==> src/rtl/bf16_mul_norm_round.sv <==
// bfloat16 multiply back end: normalize the mantissa product, round to nearest-even, pack the result.
// Optional MUL_STATUS_STICKY_EN adds a sticky {Overflow,Underflow,Inexact} status register with a clear input.
module bf16_mul_norm_round #(
  parameter int EXP_W  = 8,
  parameter int FRAC_W = 7,
  parameter int BIAS   = 127
) (
  input  logic                        CLK,
  input  logic                        RST_N,
  input  logic                        In_Valid,
  output logic                        In_Ready,
  input  logic                        Sign_In,
  input  logic [EXP_W+1:0]            Exp_In,
  input  logic [2*(FRAC_W+1)-1:0]     Product,
  input  logic                        Is_NaN,
  input  logic                        Is_Inf,
  input  logic                        Is_Zero,
  output logic                        Out_Valid,
  input  logic                        Out_Ready,
  output logic [EXP_W+FRAC_W:0]       Result,
  output logic                        Overflow,
  output logic                        Underflow,
  output logic                        Inexact
`ifdef MUL_STATUS_STICKY_EN
  ,
  input  logic                        Status_Clr,
  output logic [2:0]                  Status
`endif
);

  localparam int EW2 = EXP_W + 2;
  localparam int PW  = 2 * (FRAC_W + 1);
  localparam int RW  = 1 + EXP_W + FRAC_W;

  // BIAS is already folded into Exp_In upstream; it only fixes the meaning of the exponent field here.
  localparam logic signed [EW2-1:0] EXP_MAX  = EW2'((1 << EXP_W) - 1);
  localparam logic signed [EW2-1:0] EXP_ZERO = '0;
  localparam logic [RW-1:0] QNAN = {1'b0, {EXP_W{1'b1}}, 1'b1, {(FRAC_W-1){1'b0}}};

  // Stage 1 state
  logic                    s1_valid;
  logic                    s1_sign;
  logic signed [EW2-1:0]   s1_exp;
  logic [FRAC_W-1:0]       s1_frac;
  logic                    s1_g;
  logic                    s1_s;
  logic                    s1_nan;
  logic                    s1_inf;
  logic                    s1_zero;

  logic s1_adv;
  logic s2_adv;

  assign s2_adv   = !Out_Valid || Out_Ready;
  assign s1_adv   = !s1_valid || s2_adv;
  assign In_Ready = s1_adv;

  // Normalize: a product in [2,4) shifts right by one and bumps the exponent.
  logic                  norm_msb;
  logic [FRAC_W-1:0]     norm_frac;
  logic                  norm_g;
  logic                  norm_s;
  logic signed [EW2-1:0] norm_exp;

  assign norm_msb = Product[PW-1];

  always_comb begin
    // NOTE: every always_comb output gets a default first so no path can infer a latch.
    norm_frac = Product[PW-3 -: FRAC_W];
    norm_g    = Product[FRAC_W-1];
    norm_s    = |Product[FRAC_W-2:0];
    norm_exp  = $signed(Exp_In);
    if (norm_msb) begin
      norm_frac = Product[PW-2 -: FRAC_W];
      norm_g    = Product[FRAC_W];
      norm_s    = |Product[FRAC_W-1:0];
      norm_exp  = $signed(Exp_In) + EW2'(1);
    end
  end

  // NOTE: sequential state uses non-blocking assignments only; blocking here would race with readers.
  always_ff @(posedge CLK or negedge RST_N) begin
    if (!RST_N) begin
      s1_valid <= 1'b0;
      s1_sign  <= 1'b0;
      s1_exp   <= '0;
      s1_frac  <= '0;
      s1_g     <= 1'b0;
      s1_s     <= 1'b0;
      s1_nan   <= 1'b0;
      s1_inf   <= 1'b0;
      s1_zero  <= 1'b0;
    end else if (s1_adv) begin
      s1_valid <= In_Valid;
      if (In_Valid) begin
        s1_sign <= Sign_In;
        s1_exp  <= norm_exp;
        s1_frac <= norm_frac;
        s1_g    <= norm_g;
        s1_s    <= norm_s;
        s1_nan  <= Is_NaN;
        s1_inf  <= Is_Inf;
        s1_zero <= Is_Zero;
      end
    end
  end

  // Stage 2: round to nearest-even, then judge range on the post-round exponent.
  logic                  rnd_inc;
  logic [FRAC_W:0]       rnd_sum;
  logic [FRAC_W-1:0]     rnd_frac;
  logic signed [EW2-1:0] rnd_exp;
  logic [RW-1:0]         res_n;
  logic                  ovf_n;
  logic                  unf_n;
  logic                  inx_n;

  assign rnd_inc  = s1_g && (s1_s || s1_frac[0]);
  assign rnd_sum  = {1'b0, s1_frac} + {{FRAC_W{1'b0}}, rnd_inc};
  assign rnd_frac = rnd_sum[FRAC_W-1:0];
  assign rnd_exp  = s1_exp + $signed({{(EW2-1){1'b0}}, rnd_sum[FRAC_W]});

  always_comb begin
    res_n = {s1_sign, rnd_exp[EXP_W-1:0], rnd_frac};
    ovf_n = 1'b0;
    unf_n = 1'b0;
    inx_n = s1_g || s1_s;
    if (s1_nan) begin
      res_n = QNAN;
      inx_n = 1'b0;
    end else if (s1_inf) begin
      res_n = {s1_sign, {EXP_W{1'b1}}, {FRAC_W{1'b0}}};
      inx_n = 1'b0;
    end else if (s1_zero) begin
      res_n = {s1_sign, {(RW-1){1'b0}}};
      inx_n = 1'b0;
    end else if (rnd_exp >= EXP_MAX) begin
      res_n = {s1_sign, {EXP_W{1'b1}}, {FRAC_W{1'b0}}};
      ovf_n = 1'b1;
      inx_n = 1'b1;
    end else if (rnd_exp <= EXP_ZERO) begin
      res_n = {s1_sign, {(RW-1){1'b0}}};
      unf_n = 1'b1;
      inx_n = 1'b1;
    end
  end

  always_ff @(posedge CLK or negedge RST_N) begin
    if (!RST_N) begin
      Out_Valid <= 1'b0;
      Result    <= '0;
      Overflow  <= 1'b0;
      Underflow <= 1'b0;
      Inexact   <= 1'b0;
    end else if (s2_adv) begin
      Out_Valid <= s1_valid;
      if (s1_valid) begin
        Result    <= res_n;
        Overflow  <= ovf_n;
        Underflow <= unf_n;
        Inexact   <= inx_n;
      end
    end
  end

`ifdef MUL_STATUS_STICKY_EN
  // Clear and a same-cycle transfer combine so the new flags survive the clear.
  logic       out_xfer;
  logic [2:0] xfer_flags;

  assign out_xfer   = Out_Valid && Out_Ready;
  assign xfer_flags = out_xfer ? {Overflow, Underflow, Inexact} : 3'b000;

  always_ff @(posedge CLK or negedge RST_N) begin
    if (!RST_N) begin
      Status <= 3'b000;
    end else begin
      Status <= (Status_Clr ? 3'b000 : Status) | xfer_flags;
    end
  end
`endif

endmodule

==> config.mk <==
export PLATFORM = sky130hd
export DESIGN_NAME = bf16_mul_norm_round
export DESIGN_NICKNAME = d
export VERILOG_FILES = /design/src/rtl/bf16_mul_norm_round.sv
export SDC_FILE = /design/constraint.sdc
export NUM_CORES = 1
export LEC_CHECK = 0
export BUFFER_PORTS_ARGS = -buffer_cell sky130_fd_sc_hd__buf_2
export CORE_ASPECT_RATIO = 1.4
export CORE_MARGIN = 2
export CORE_UTILIZATION = 30
export DETAILED_ROUTE_END_ITERATION = 12
export PLACE_DENSITY = 0.46
export SLEW_MARGIN = 5
export SYNTH_ARGS = -nofsm -noshare
export SYNTH_HDL_FRONTEND = slang
export SYNTH_SLANG_ARGS = --single-unit
==> constraint.sdc <==
create_clock -name CLK -period 3.7 [get_ports CLK]
set_input_delay 0.555 -clock CLK [delete_from_list [all_inputs] [get_ports CLK]]
set_output_delay 0.555 -clock CLK [all_outputs]
set_load 0.05 [all_outputs]
After elaboration in Yosys (flattened, before gate mapping):

Cells that the tools add are included.
W data, S select, Z words.

* flip-flop bits (word level): 44
* bits of input ports: 34
* output and inout bits: 21
* logic and storage cells: 53

* add/subtract/negate cells: 3
* order comparisons: 2
* mux-type cells: 23
* reduce and logical (&&, ||, !) cells: 11

Operators by type and width (count)
* $mux W15: 4
* $mux W1: 16
* $mux W16: 1
* $add A10 B2 Y10: 1
* $add A10 B2 Y10 const B: 1
* $ge A10 B9 Y1 const B: 1
* $le A10 B1 Y1 const B: 1
* $mux W10: 1
* $add A7 B1 Y8: 1
* $mux W7: 1
* $reduce_or A7 Y1: 1
* $reduce_or A6 Y1: 1
* $logic_or A1 B1 Y1: 4
* $reduce_and A2 Y1: 2
* $logic_not A1 Y1: 2
* $logic_and A1 B1 Y1: 1

Logic depth before layout (Yosys ltp):

* depth in word-level cells: 10
* depth in mapped cells: 13
* depth with buffers taken out: 12

Least setup slack after synthesis:

OpenSTA, ideal clock, no wires.

* path type: register -> register
* start: reg s1_s
* end: reg Result[0]
* setup time: 0.136 ns
* data arrival time: 2.703 ns
* data required time: 3.564 ns
* path slack: 0.861 ns
* stages on the path, launching flop included: 14
* path buffers: 1
* period minus slack after synthesis: 2.839 ns
* cells stage by stage: dfrtp_1 o21a_1 ha_1 nand2_1 nor2_1 and3_1 ha_1 ha_1 buf_4 xnor2_1 or2_2 a211o_1 a221oi_4 o31ai_1

* word-level cells in the longest chain between the ends: 10
* elaborated cells between the ends (all ways): 11
* classes of those cells: add/sub (2); order compare (2); mux (5); reduce/logical (2)

Ends and longest elaborated chain
* from (decl): RTL line 46 `logic s1_s;`
* from (signal assigned): RTL line 100 `s1_s <= norm_s;`
* $logic_or A1 B1 Y1 (*): RTL line 118 `assign rnd_inc = s1_g && (s1_s || s1_frac[0]);`
* $logic_and A1 B1 Y1 (*): RTL line 118
* $add A7 B1 Y8 (*): RTL line 119 `assign rnd_sum = {1'b0, s1_frac} + {{FRAC_W{1'b0}}, rnd_inc};`
* $add A10 B2 Y10: RTL line 121 `assign rnd_exp = s1_exp + $signed({{(EW2-1){1'b0}}, rnd_sum[FRAC_W]});`
* $le A10 B1 Y1: RTL line 141 `end else if (rnd_exp <= EXP_ZERO) begin`
* $mux W15: RTL line 141
* $mux W15 (*): RTL line 137 `end else if (rnd_exp >= EXP_MAX) begin`
* $mux W15 (*): RTL line 134 `end else if (s1_zero) begin`
* $mux W15 (*): RTL line 131 `end else if (s1_inf) begin`
* $mux W16 (*): RTL line 128 `if (s1_nan) begin`
* to (signal assigned): RTL line 158 `Result <= res_n;`
* to (decl): RTL line 20 `output logic [EXP_W+FRAC_W:0] Result,`

Mark *: on every way between the ends. The rest lies on a longest branch, timed or not.
A chain may end at the register's enable or synchronous reset.

Worst setup path after layout:

* start: reg s1_s
* end: reg Result[4]

The elaborated chain is that of the path after synthesis.

==> out/qor.yml <==
synth_nets: 322
start_util: 0.308
cts_buffers: 5
cp.required_ns: 3.86
yosys.area.top_type: "dfrtp_1"
hpwl_mm: 4.67
cts_tree: "built"
slew_headroom: 0.344
track_usage: 0.134
vias_per_cell: 4.97
final_common_cell: "buf_2"
die_h_um: 115
reg2reg_setup_slack_ns: 0.59
numPortBuffers: 54
synth_edf_count: 0
mostFrequentLayoutCells: "buf_2, nand2_1, dfrtp_1"
nets: 367
wl_mm: 6.08
crit_path_cell_trace: "o21a_1 -> ha_1 -> nand2_1 -> nor2_1 -> and3_1 -> ha_1 -> ha_1 -> nand4_1 -> or4_1 -> o211a_4 -> o21ai_4 -> o31ai_1"
fin_setup_tns_ns: 0
tightest_slew_ns: 0.983
crit_top_cell: "ha_1"
core-area_um2: 8610
cap_violations: 0
antenna_found_initial: 0
ys_seq_elements: 44
htree_levels: 2
clk_pin_slew_ns: 0.06
stdcell_area_um2: 3100
crit_type: "reg -> reg"
period_share: 0.841
gr-total-overflow: 0
cp-end-kind: "flop"
reg2reg_depth: 12
finalSetupViolCount: 0
ant_nets: 0
vias: 2151
netlist_area_um2: 2650
clock_latency_ns: 0.29
fmax_ghz: 0.321
cts_root_buf: "clkbuf_16"
syn_avg_cell_area_um2: 9.36
synthCells: 283
drcViolationCount: 0
cp_num_buf_inv: 0
start_kind: "flop"
ctsHoldBuffers: 0
rsz0062_at_grt: "no"
async_flop_share: 1.00
outcome: "finished clean"
largest_reg_flops: 16
io-pin-count: 55
syn2layout_area_growth_pct: 17.0
power_density_nw_per_um2: 472
netlist_top_cells_area: "dfrtp_1, nand2_1, o21ai_0"
grt_max_degree: 45
yosysWarningCount: 0
p_leak_nw: 1.31
ir_worst_vdd_mv: 0.175
period_needed_ns: 3.11
drt-pass1-iter-count: 4
grt_pass1_wl_mm: 10.2
drive_above_1_share: 0.229
slowest_stage: "or4_1"
finalHoldViolCount: 0
std_cell_rows: 40
crit_family: "simple AND/OR/NAND/NOR gates"
crit_fanout: 9
cp.arrival_ns: 3.27
reg2reg_to: "Result[4]"
globalplace.congestion: 0.781
synth_top_area_share: 0.415
regMostFlops: "Result"
min-delay-path-class: "in -> async"
die-area_um2: 9610
cts_resized: 0
drv_slew: 0
synth.distinct_cells: 55
place_area_um2: 2960
drtIter0Drc: 133
wl_per_cell_um: 14.0
grt_pass1_vias: 2067
diodes: 0
fp.dieW_um: 83.4
reg.largest.list: "Result x16, s1_exp x10, s1_frac x7"
fillers: 951
worst_path_largest_cell_delay_ns: 0.56
ys.flop_type: "dfrtp_1"
finClkSkew_ns: 0.00616
ys_seq_area_frac: 0.415
clock-sinks: 44
cp.depth: 12
cts_setup_buffers: 0
worstReg2RegStart: "s1_s"
cts_buffer_depth: 2
-- cell families (layout without fill, tap and decap cells) --
family / count (synthesis) / count (layout) / synth area share
AOI/OAI and AO/OA: 67 / 67 / 0.184
and+or+nand+nor: 111 / 111 / 0.211
adders and majority gates: 5 / 5 / 0.0236
buffers and inverters: 21 / 66 / 0.0420
muxes: 14 / 14 / 0.0548
xor gates and xnor gates: 21 / 21 / 0.0694
DFF: 44 / 44 / 0.415
-- metrics by stage --
step / setup slack, ns / std cells / util / power, W / hold WS, ns
after floorplan: 0.861 / 283 / - / 0.000941 / 0.259
after global placement: 0.666 / 426 / 0.344 / 0.00105 / 0.455
after detailed placement: 0.554 / 426 / 0.344 / 0.00105 / 0.463
after CTS: 0.556 / 433 / 0.360 / 0.00149 / 0.461
after global routing: 0.338 / 433 / 0.360 / 0.00155 / 0.495
final: 0.588 / 433 / 0.360 / 0.00146 / 0.431
-- per-layer routing --
| metal | share of wire | vias up | GRT usage |
|---|---|---|---|
| met1 | 0.44 | 990 | 0.159 |
| met4 | 0.019 | 0 | 0.0548 |
| met5 | 0 | - | 0 |
| met2 | 0.51 | 43 | 0.235 |
| li1 | - | 1111 | - |
| met3 | 0.039 | 7 | 0.0302 |
-- synthesized netlist by cell type, types with 6 or more instances --
cell type  instances
clkbuf_1           6
nand2_1           47
nor3_1             7
nand4_1            6
o21ai_0           23
nor2_1            18
xor2_1             9
o31ai_1            9
xnor2_1           12
dfrtp_1           44
nand3_1            8
mux2i_1           10
-- worst max path at each step --
stage / end / startpoint / slack (ns)
floorplan: Result[0] / s1_s / 0.86
CTS: Result[4] / s1_s / 0.56
global placement: Result[2] / s1_s / 0.67
global route: Result[2] / s1_s / 0.34
detailed placement: Result[4] / s1_s / 0.55
finish: Result[4] / s1_s / 0.59
-- worst reg2reg max path, cell delays in order, from the launching register on --
cell and delay [ns]:
dfrtp_1 0.38, o21a_1 0.13, ha_1 0.18, nand2_1 0.06, nor2_1 0.14, and3_1 0.18
ha_1 0.18, ha_1 0.34, nand4_1 0.21, or4_1 0.56, o211a_4 0.28, o21ai_4 0.23
o31ai_1 0.12
-- where the power goes --
part | switching [W] | internal, W
Sequential | 0.0000784 | 0.000549
Combinational | 0.000269 | 0.000139
Clock | 0.000182 | 0.000245
Total | 0.000530 | 0.000933
-- final cells by class --
type	instances	area, µm²	area share
clock buffer	5	125	0.0404
clock inverter	2	12.5	0.00404
inverter	4	15.0	0.00484
multi-input combinational	218	1440	0.464
sequential	44	1100	0.355
tap	105	131	0.0424
timing repair buffer	55	278	0.0896
(Power assumes the default switching activity.)
